===== src/rtl/sram_pkg.sv =====
// sram_pkg: shared types and sizes for the external SRAM controller
package sram_pkg;
   localparam int SRAM_ADDR_W = 18;
   localparam int SRAM_DATA_W = 16;
   localparam int DEFAULT_ACCESS_CYCLES = 3;
   typedef enum logic [2:0] {
      IDLE, WR_SETUP, WR_PULSE, WR_HOLD, RD_SETUP, RD_WAIT, RD_LATCH
   } state_t;
endpackage


===== src/rtl/sram_wait_counter.sv =====
// sram_wait_counter: loadable down-counter that flags when it has reached zero
module sram_wait_counter #(
   parameter int W = 2
) (
   input  logic         clk,
   input  logic         rst_n,
   input  logic         load,
   input  logic [W-1:0] value,
   output logic         done
);
   logic [W-1:0] cnt;
   // take a fresh count on load, otherwise run down to zero and park there
   always_ff @(posedge clk or negedge rst_n)
      if (!rst_n) cnt <= '0;
      else if (load) cnt <= value;
      else if (cnt != '0) cnt <= cnt - 1'b1;
   assign done = cnt == '0;
endmodule


===== src/rtl/sram_arbiter.sv =====
// sram_arbiter: write-stream / read-fetch arbiter and strobe sequencer for the async log SRAM
module sram_arbiter
   import sram_pkg::*;
#(
   parameter int ACCESS_CYCLES = DEFAULT_ACCESS_CYCLES,
   parameter int ADDR_WIDTH = SRAM_ADDR_W,
   parameter int DATA_WIDTH = SRAM_DATA_W
) (
   input  logic                  CLK_48MHZ,
   input  logic                  RESET,
   input  logic                  WRITE_REQ,
   input  logic [DATA_WIDTH-1:0] WRITE_DATA,
   output logic                  WRITE_ACK,
   output logic [ADDR_WIDTH-1:0] WRITE_ADDRESS,
   input  logic                  READ_CMD,
   input  logic [ADDR_WIDTH-1:0] READ_ADDRESS,
   output logic [DATA_WIDTH-1:0] DATA_READ,
   output logic                  READ_VALID,
   output logic [ADDR_WIDTH-1:0] SRAM_ADDR,
   output logic [DATA_WIDTH-1:0] SRAM_DQ_OUT,
   input  logic [DATA_WIDTH-1:0] SRAM_DQ_IN,
   output logic                  SRAM_DQ_OE,
   output logic                  SRAM_CE_N,
   output logic                  SRAM_WE_N,
   output logic                  SRAM_OE_N
);
   localparam int CW = $clog2(ACCESS_CYCLES + 1);
   localparam logic [CW-1:0] PULSE_LOAD = CW'(ACCESS_CYCLES - 1);
   localparam logic [CW-1:0] WAIT_LOAD = CW'(ACCESS_CYCLES > 1 ? ACCESS_CYCLES - 2 : 0);

   state_t state, state_next;
   logic last_rd, rd_pending, grant_wr, grant_rd, cnt_done, reading;
   logic [ADDR_WIDTH-1:0] rd_addr, wr_addr;

   assign WRITE_ADDRESS = wr_addr;
   assign reading = state inside {RD_SETUP, RD_WAIT, RD_LATCH};
   assign grant_wr = WRITE_REQ && (!rd_pending || last_rd);
   assign grant_rd = rd_pending && !grant_wr;

   sram_wait_counter #(.W(CW)) u_wait (
      .clk   (CLK_48MHZ),
      .rst_n (RESET),
      .load  (state == WR_SETUP || state == RD_SETUP),
      .value (state == WR_SETUP ? PULSE_LOAD : WAIT_LOAD),
      .done  (cnt_done)
   );

   // state register; reset aborts any access in flight
   always_ff @(posedge CLK_48MHZ or negedge RESET)
      if (!RESET) state <= IDLE;
      else state <= state_next;

   // sequencing: every access returns to IDLE for at least one cycle of bus turnaround
   always_comb begin
      state_next = state;
      case (state)
         IDLE:     state_next = grant_wr ? WR_SETUP : grant_rd ? RD_SETUP : IDLE;
         WR_SETUP: state_next = WR_PULSE;
         WR_PULSE: state_next = cnt_done ? WR_HOLD : WR_PULSE;
         WR_HOLD:  state_next = IDLE;
         RD_SETUP: state_next = ACCESS_CYCLES == 1 ? RD_LATCH : RD_WAIT;
         RD_WAIT:  state_next = cnt_done ? RD_LATCH : RD_WAIT;
         RD_LATCH: state_next = IDLE;
         default:  state_next = IDLE;
      endcase
   end

   // single-entry read latch plus round-robin memory of the last granted type
   always_ff @(posedge CLK_48MHZ or negedge RESET)
      if (!RESET) begin
         rd_pending <= 1'b0;
         rd_addr <= '0;
         last_rd <= 1'b1;
      end else begin
         if (state == IDLE && grant_rd) rd_pending <= 1'b0;
         else if (READ_CMD && !rd_pending && !reading) begin
            rd_pending <= 1'b1;
            rd_addr <= READ_ADDRESS;
         end
         if (state == IDLE && (grant_wr || grant_rd)) last_rd <= grant_rd;
      end

   // outputs are registered from the next state so pins change cleanly on the clock
   always_ff @(posedge CLK_48MHZ or negedge RESET)
      if (!RESET) begin
         wr_addr <= '0;
         DATA_READ <= '0;
         WRITE_ACK <= 1'b0;
         READ_VALID <= 1'b0;
         SRAM_CE_N <= 1'b1;
         SRAM_WE_N <= 1'b1;
         SRAM_OE_N <= 1'b1;
         SRAM_DQ_OE <= 1'b0;
         SRAM_ADDR <= '0;
         SRAM_DQ_OUT <= '0;
      end else begin
         wr_addr <= state == WR_HOLD ? wr_addr + 1'b1 : wr_addr;
         WRITE_ACK <= state_next == WR_HOLD;
         READ_VALID <= state == RD_LATCH;
         SRAM_CE_N <= state_next == IDLE;
         SRAM_WE_N <= state_next != WR_PULSE;
         SRAM_OE_N <= !(state_next inside {RD_SETUP, RD_WAIT, RD_LATCH});
         SRAM_DQ_OE <= state_next inside {WR_SETUP, WR_PULSE, WR_HOLD};
         if (state == RD_LATCH) DATA_READ <= SRAM_DQ_IN;
         if (state == IDLE && grant_wr) begin
            SRAM_ADDR <= wr_addr;
            SRAM_DQ_OUT <= WRITE_DATA;
         end else if (state == IDLE && grant_rd) SRAM_ADDR <= rd_addr;
      end
endmodule


===== config.mk =====
export PLATFORM = sky130hd
export DESIGN_NAME = sram_arbiter
export DESIGN_NICKNAME = d
export VERILOG_FILES = /design/src/rtl/sram_pkg.sv /design/src/rtl/sram_wait_counter.sv /design/src/rtl/sram_arbiter.sv
export SDC_FILE = /design/constraint.sdc
export NUM_CORES = 1
export LEC_CHECK = 0
export CAP_MARGIN = 20
export CORE_ASPECT_RATIO = 0.8
export CORE_MARGIN = 3
export CORE_UTILIZATION = 30
export DETAILED_ROUTE_END_ITERATION = 6
export PLACE_DENSITY = 0.59
export RECOVER_POWER = 25
export SYNTH_ARGS = -nofsm -noshare
export SYNTH_HDL_FRONTEND = slang
export SYNTH_SLANG_ARGS = --single-unit

===== constraint.sdc =====
create_clock -name CLK_48MHZ -period 2.2 [get_ports CLK_48MHZ]
set_input_delay 0.66 -clock CLK_48MHZ [delete_from_list [all_inputs] [get_ports CLK_48MHZ]]
set_output_delay 0.66 -clock CLK_48MHZ [all_outputs]
set_load 0.05 [all_outputs]

==> flow_summary.json, run 1 <==
{
  "fin_crit_ns": 2.16,
  "hold_viol_final": 0,
  "fin_util": 0.455,
  "first_global_vias": 2961,
  "ant_nets": 0,
  "synthCells": 315,
  "drive_above_1_share": 0.203,
  "synth_top_area_share": 0.583,
  "r2r_slack_ns": 0.34,
  "required_ns": 1.54,
  "dieArea_sq_um": 15000,
  "wl_per_cell_um": 15.2,
  "power_density_nw_per_um2": 1580,
  "total_leakage_power_uw": 0.00291,
  "synth_common_cells": "dfrtp_1 (95), mux2_1 (34), nand2_1 (32)",
  "fin_skew_ns": 0.00907,
  "hp-class": "input port to async pin",
  "synth-seq-cells": 99,
  "cp_cell_sequence": "clkdlybuf4s50_1",
  "multi_input_area_sq_um": 1490,
  "crit_family": "buffers and inverters",
  "grt_pass1_wl_um": 15400,
  "ys_types": 38,
  "fmax_ghz": 0.463,
  "rsz0062_at_grt": "false",
  "worst-path-stages": 1,
  "die_h_um": 110,
  "critical_path_class": "flip-flop to output port",
  "htree_levels": 3,
  "clock-sinks": 99,
  "cp-startpoint": "DATA_READ[9]",
  "reg2reg_from": "state[0]",
  "vdd_drop_max_mv": 0.642,
  "clock_latency_ns": 0.35,
  "seq_area_sq_um": 2480,
  "pwr-share-seq": 0.325,
  "cp-start-kind": "flip-flop",
  "reg2reg_depth": 4,
  "slew_viol_final": 0,
  "first_pass_iters": 4,
  "synth_warnings": 0,
  "drv_cap": 0,
  "clkTransAtPathRegs_ns": 0.07,
  "crit_arrival_ns": 1.50,
  "synth_area_per_cell_sq_um": 13.0,
  "synth_edf_count": 0,
  "pre_cts_slack_ns": 0.0653,
  "fin_nets": 509,
  "cpPeakStageDelay_ns": 0.81,
  "async_flop_share": 1.00,
  "place.gp.congestion": 0.777,
  "worst-path-buf-inv": 1,
  "stdcell_count": 633,
  "core_area_sq_um": 13100,
  "cts_root_buffer": "clkbuf_16",
  "tightest_slew_ns": 0.874,
  "cp-end-kind": "output port",
  "cts_tree": "built",
  "n_fill_cell": 1195,
  "crit_slowest_cell": "clkdlybuf4s50_1",
  "grt_max_degree": 37,
  "via_count": 2872,
  "io_buffers": 127,
  "outcome": "finished clean",
  "critical_path_peak_fanout": 2,
  "r2r-end": "SRAM_DQ_OUT[3]",
  "clockPowerShare": 0.172,
  "setup_viol": 0,
  "post-place-cells": 617,
  "ys_seq_area_frac": 0.608,
  "groute.usage.overall": 0.134,
  "synth_area_leaders": "dfrtp_1 (58%), mux2_1 (9.4%), mux2_2 (4.7%), nand2_1 (2.9%), dfstp_2 (2.6%)",
  "timing.final.crit_share": 0.983,
  "slew_headroom": 0.417,
  "pin_count": 128,
  "worst_slack_ns": 0.0382,
  "internal_power_uw": 5270,
  "num_antenna_cells": 0,
  "ctsHoldBuffers": 0,
  "dp_hpwl_um": 7180,
  "drc": 0,
  "vias_per_cell": 4.54,
  "cts_made_buffers": 9,
  "antenna_found_initial": 0,
  "synth.largest_area_cell": "dfrtp_1",
  "area_growth_pct": 45.7,
  "crit_end": "DATA_READ[9]",
  "switchingPower_uw": 4150,
  "syn_nets": 371,
  "wl_um": 9610,
  "grt_overflow": 0,
  "netSwitchingFraction": 0.441,
  "synth.most_common_cell": "dfrtp_1",
  "pwr-share-comb": 0.503,
  "drt-initial-drc-count": 109,
  "clock_path_buffers": 2,
  "tns_ns": 0,
  "synth_flop_cell": "dfrtp_1",
  "die-width_um": 136,
  "row_count": 37,
  "start_util": 0.313,
  "netlist_area_sq_um": 4080
}
cells by family (layout without fill, tap and decap cells):
| kind of cell | Yosys count | after routing | share of synthesized area |
|---|---|---|---|
| flops | 99 | 99 | 0.608 |
| fa+ha+maj | 2 | 2 | 0.00613 |
| mux | 54 | 54 | 0.148 |
| xor+xnor | 18 | 18 | 0.0386 |
| simple gates | 70 | 70 | 0.0972 |
| compound gates | 51 | 51 | 0.0736 |
| buf+inv | 21 | 164 | 0.0279 |
per-layer routing:
layer,vias to the layer above,wire (um),track usage
li1,1385,-,-
met1,1400,4290,0.174
met2,74,4640,0.218
met3,13,536,0.0318
met4,0,143,0.0496
met5,-,0,0
sequential cells by signal, indices dropped and copies added (netlist names):
| register | cells |
|---|---|
| SRAM_CE_N | 1 |
| SRAM_ADDR | 18 |
| DATA_READ | 16 |
| SRAM_DQ_OUT | 16 |
| rd_pending | 1 |
| SRAM_OE_N | 1 |
| state | 3 |
| SRAM_WE_N | 1 |
| WRITE_ACK | 1 |
| WRITE_ADDRESS | 18 |
| rd_addr | 18 |
| SRAM_DQ_OE | 1 |
| u_wait.cnt | 2 |
| READ_VALID | 1 |
| last_rd | 1 |
cell type report:
class | count | area share
timing repair buffer | 141 | 0.239
tap | 175 | 0.0368
multi-input combinational | 195 | 0.250
sequential | 99 | 0.418
clock inverter | 7 | 0.0137
clock buffer | 9 | 0.0379
inverter | 7 | 0.00442
power by group through the flow:
stage | sequential, uW | combinational (uW) | clock (uW)
after floorplan | 4780 | 1490 | 0
after global placement | 3070 | 4760 | 0
after detailed placement | 3100 | 4830 | 0
after CTS | 3070 | 4830 | 1680
after global routing | 3160 | 5050 | 1750
final | 3060 | 4740 | 1620
worst min-delay path by stage:
stage | startpoint | to | slack, ns
final | RESET | SRAM_DQ_OUT[6] | 0.42
after global routing | RESET | SRAM_DQ_OUT[6] | 0.50
after CTS | RESET | SRAM_DQ_OUT[6] | 0.28
after detailed placement | SRAM_DQ_OUT[7] | SRAM_DQ_OUT[7] | 0.47
after global placement | last_rd | last_rd | 0.47
after floorplan | RESET | DATA_READ[0] | 0.36
per-stage QoR:
step / area, sq um / hold slack (ns) / power [uW]
detailed placement: 5590 / 0.474 / 7940
global route: 5950 / 0.497 / 9960
CTS: 5900 / 0.278 / 9590
global placement: 5590 / 0.467 / 7830
finish: 5950 / 0.420 / 9420
floorplan: 4080 / 0.364 / 6270
cell usage in the layout, fill, tap and decap left out, types with 6 or more instances in the layout:
cell	n
xnor2_1	12
nand3_1	6
o22ai_1	16
o21ai_0	7
mux2_2	17
clkdlybuf4s50_1	68
nand2_1	32
dlymetal6s2s_1	27
o21ai_1	17
nor2_1	9
clkbuf_16	9
xor2_1	6
mux2_1	34
dfrtp_1	95
inv_1	7
buf_4	37
repair_timing:
item,4_1_cts,5_1_grt
setup endpoints to repair,2,27
setup buffers,0,0
resized for setup,2,27
(Power assumes the default switching activity.)
==> inputs of run 2 (changes only) <==
- CORE_ASPECT_RATIO: 0.8 -> 0.7
- DONT_BUFFER_PORTS: default -> 1
- GPL_ROUTABILITY_DRIVEN: default -> 0
- PLACE_DENSITY: 0.59 -> 0.47
==> flow_summary.json, run 2 (synthesis gave the netlist of run 1 again) <==
{
  "critical_path_peak_fanout": 11,
  "r2r_slack_ns": 0.39,
  "cts_setup_buffers": 0,
  "io_buffers": 0,
  "dieArea_sq_um": 15100,
  "slew_headroom": -0.0918,
  "power_density_nw_per_um2": 1810,
  "die-width_um": 145,
  "drv_cap": 1,
  "wl_per_cell_um": 17.8,
  "cts_tree": "built",
  "final_common_cell": "dfrtp_1",
  "area_growth_pct": 16.9,
  "start_util": 0.318,
  "row_count": 34,
  "hold_viol_final": 0,
  "fin_crit_ns": 1.81,
  "clock-sinks": 99,
  "violations": "capacitance limit, slew limit",
  "tns_ns": 0,
  "crit_arrival_ns": 2.04,
  "drc": 0,
  "hp-class": "input port to async pin",
  "drt-initial-drc-count": 118,
  "groute.usage.overall": 0.124,
  "clkTransAtPathRegs_ns": 0.07,
  "layout_common_cells": "dfrtp_1 (95), mux2_1 (34), nand2_1 (32)",
  "grt_pass1_wl_um": 14700,
  "antenna_found_initial": 0,
  "post_cts_resized": 0,
  "die_h_um": 104,
  "htree_levels": 3,
  "required_ns": 2.43,
  "clock_latency_ns": 0.34,
  "drive_above_1_share": 0.206,
  "setup_viol": 0,
  "critical_path_class": "flip-flop to flip-flop",
  "reg2reg_depth": 4,
  "vdd_drop_max_mv": 0.698,
  "slew_viol_final": 30,
  "stdcell_count": 521,
  "fin_nets": 391,
  "via_count": 2421,
  "ctsHoldBuffers": 1,
  "cts_root_buffer": "clkbuf_16",
  "first_global_vias": 2509,
  "vias_per_cell": 4.65,
  "cts_made_buffers": 9,
  "n_fill_cell": 1256,
  "core_area_sq_um": 12800,
  "cp-end-kind": "flip-flop",
  "grt_max_degree": 56,
  "first_pass_iters": 4,
  "grt_overflow": 0,
  "pin_count": 128,
  "clock_path_buffers": 2,
  "fin_skew_ns": 0.00867,
  "post-place-cells": 501,
  "rsz0062_at_grt": "false",
  "timing.final.crit_share": 0.823,
  "dp_hpwl_um": 6390,
  "outcome": "complete, but fails checks",
  "total_leakage_power_uw": 0.00212,
  "wl_um": 9280,
  "tightest_slew_ns": 1.64,
  "fmax_ghz": 0.552,
  "reg2reg_from": "state[0]",
  "r2r-end": "rd_addr[4]",
  "ant_nets": 0,
  "cp-start-kind": "flip-flop"
}
## run 2: cell count changes in the layout (fill, tap and decap cells not counted), moves of 3 or more
cell             change
clkdlybuf4s50_1     -68
dlymetal6s2s_1      -27
buf_4               -19
buf_12               -3
## run 2: how the worst max path moves through the flow
stage                             end  cells past startpoint             start  slack [ns]
finish                     rd_addr[4]                      4          state[0]        0.39
global route            u_wait.cnt[1]                      1             RESET        0.18
CTS                        rd_addr[4]                      4          state[0]        0.41
detailed placement         rd_addr[4]                      4          state[0]        0.43
global placement           rd_addr[4]                      4          state[0]        0.42
floorplan           WRITE_ADDRESS[12]                      5  WRITE_ADDRESS[0]        0.34
## run 2: layer usage
layer,up-vias,GRT usage,wire length (um)
met4,0,0.0305,93
met5,-,0,0
li1,1144,-,-
met3,10,0.0485,537
met1,1200,0.175,4570
met2,67,0.181,4070
## run 2: final cells by class
type	count	area, sq um	share of cell area
Antenna cell	1	2.50	0.000525
Clock buffer	10	239	0.0501
Clock inverter	6	111	0.0233
Inverter	7	26.3	0.00551
Multi-Input combinational cell	195	1500	0.313
Sequential cell	99	2480	0.520
Tap cell	180	225	0.0472
Timing Repair Buffer	23	188	0.0393
## run 2: through the flow
step	total power, uW	utilization	hold slack (ns)	worst slack [ns]	area [sq um]
floorplan	6270	-	0.364	0.338	4080
global placement	6800	0.343	0.367	0.420	4400
detailed placement	6870	0.343	0.367	0.428	4400
CTS	8730	0.372	0.0000518	0.412	4780
global route	9150	0.371	0.137	0.179	4770
finish	8630	0.371	0.161	0.390	4770
## run 2: worst max-delay path, stage by stage (launching register included)
cell and delay (ns):
dfrtp_1 0.61, nand2_1 0.18, a21oi_4 0.36, buf_4 0.21, mux2_2 0.33
## run 2: power breakdown
part	switching, uW	internal, uW	leakage (uW)
sequential	2230	2570	0.00122
clock	680	1140	0.000169
combinational	1070	924	0.000733
total	3990	4640	0.00212
==> inputs of run 3 (changes only) <==
- PLACE_DENSITY: 0.47 -> 0.48
- clock period: 2.2 -> 1.55 ns (I/O delays scaled with it)
==> flow_summary.json, run 3 (synthesis gave the netlist of run 1 again) <==
{
  "outcome": "complete, but fails checks",
  "violations": "hold timing",
  "timing.final.crit_share": 0.998,
  "stdcell_count": 545,
  "top_layer": "met4",
  "clock_latency_ns": 0.34,
  "total_leakage_power_uw": 0.00226,
  "power_density_nw_per_um2": 2470,
  "worst_slack_ns": 0.00289,
  "start_util": 0.318,
  "drt-met1-wl_um": 4920,
  "first_global_vias": 2536,
  "dp_hpwl_um": 6730,
  "first_pass_iters": 4,
  "wl_per_cell_um": 18.4,
  "cpPeakStageDelay_ns": 0.43,
  "fin_nets": 416,
  "slew_headroom": 0.578,
  "via_count": 2570,
  "critical_path_class": "flip-flop to flip-flop",
  "drv_cap": 0,
  "grt_overflow": 0,
  "dieArea_sq_um": 15100,
  "core_area_sq_um": 12800,
  "pin_count": 128,
  "cts_tree": "built",
  "post-place-cells": 518,
  "die_h_um": 104,
  "groute.usage.overall": 0.126,
  "drc": 0,
  "final_common_cell": "dfrtp_1",
  "hp-class": "input port to async pin",
  "grt_pass1_wl_um": 15100,
  "seq_area_sq_um": 2500,
  "n_fill_cell": 1235,
  "fin_util": 0.396,
  "clkTransAtPathRegs_ns": 0.07,
  "cp-startpoint": "state[0]",
  "ant_nets": 0,
  "cp-start-kind": "flip-flop",
  "clock-sinks": 99,
  "cp_cell_sequence": "nor3_4 > and3_4 > clkbuf_16 > mux2_4",
  "htree_levels": 3,
  "hold_viol_final": 95,
  "rsz0062_at_grt": "true",
  "num_antenna_cells": 0,
  "drive_above_1_share": 0.334,
  "wl_met2_um": 4330,
  "multi_input_area_sq_um": 1590,
  "area_growth_pct": 24.7,
  "vias_per_cell": 4.72,
  "fin_skew_ns": 0.00655,
  "hold_ws_ns": -0.180,
  "cts_made_buffers": 9,
  "cts_root_buffer": "clkbuf_16",
  "critical_path_peak_fanout": 10,
  "pre_cts_slack_ns": -0.139,
  "crit_slowest_cell": "dfrtp_2",
  "slew_viol_final": 0,
  "crit_arrival_ns": 1.76,
  "layout_common_cells": "dfrtp_1 (82), buf_4 (38), nand2_1 (31)",
  "row_count": 34,
  "setup_viol": 0,
  "wl_met3_um": 714,
  "grt_max_degree": 100,
  "fmax_ghz": 0.646,
  "antenna_found_initial": 0,
  "fin_crit_ns": 1.55,
  "tightest_slew_ns": 0.631,
  "io_buffers": 0,
  "die-width_um": 145,
  "clock_path_buffers": 2,
  "reg2reg_depth": 4,
  "cp-end-kind": "flip-flop",
  "required_ns": 1.77,
  "wl_um": 10000,
  "reg2reg_from": "state[0]",
  "drt-initial-drc-count": 99,
  "vdd_drop_max_mv": 0.818
}
[run 3: final cells by class]
cell class / instances / share of cell area
clock buffer: 10 / 0.0450
clock inverter: 6 / 0.00836
inverter: 7 / 0.00516
multi-input combinational: 196 / 0.313
sequential: 99 / 0.491
tap: 180 / 0.0443
timing repair buffer: 47 / 0.0935
[run 3: final timing paths]
kind                                           to  slack, ns
worst max-delay path               SRAM_DQ_OUT[9]      0.003
worst min-delay path              SRAM_DQ_OUT[11]      -0.18
worst max register to register     SRAM_DQ_OUT[9]      0.003
worst min register to register  WRITE_ADDRESS[16]       0.48
max in group asynchronous               SRAM_WE_N       1.51
min in group CLK_48MHZ              DATA_READ[10]       0.26
[run 3: through the flow]
stage | setup TNS [ns] | hold WS, ns | power, uW | instance area (sq um)
after floorplan | -0.121 | 0.169 | 8950 | 4110
after global placement | -1.22 | 0.174 | 9870 | 4580
after detailed placement | -2.26 | 0.173 | 10000 | 4580
after CTS | -0.0234 | -0.194 | 12300 | 4890
after global routing | -1.04 | -0.203 | 13200 | 5090
final | 0 | -0.180 | 12600 | 5090
[run 3: critical path: cells and delay by family (launching register included)]
family | cells | cell delay (ns)
and+or+nand+nor | 2 | 0.49
DFF | 1 | 0.43
muxes | 1 | 0.31
buffers and inverters | 1 | 0.19
[run 3: layer usage]
metal	vias to the layer above	global-route usage
met5	-	0
met4	0	0.0217
met3	7	0.0498
met2	81	0.177
met1	1288	0.187
li1	1194	-
[run 3: what timing repair did]
action,4_1_cts,5_1_grt
cloned,1,2
pin swaps,2,3
buffers inserted,1,7
hold endpoints to repair,99,99
endpoints found under the setup margin,37,71
gates resized for setup,7,14
[run 3: report_power, final]
group          total [uW]  leakage (uW)  internal (uW)  switching, uW
sequential           6810       0.00120           3670           3140
clock                2060      0.000129           1090            969
combinational        3680      0.000931           1860           1820
total               12600       0.00226           6630           5930
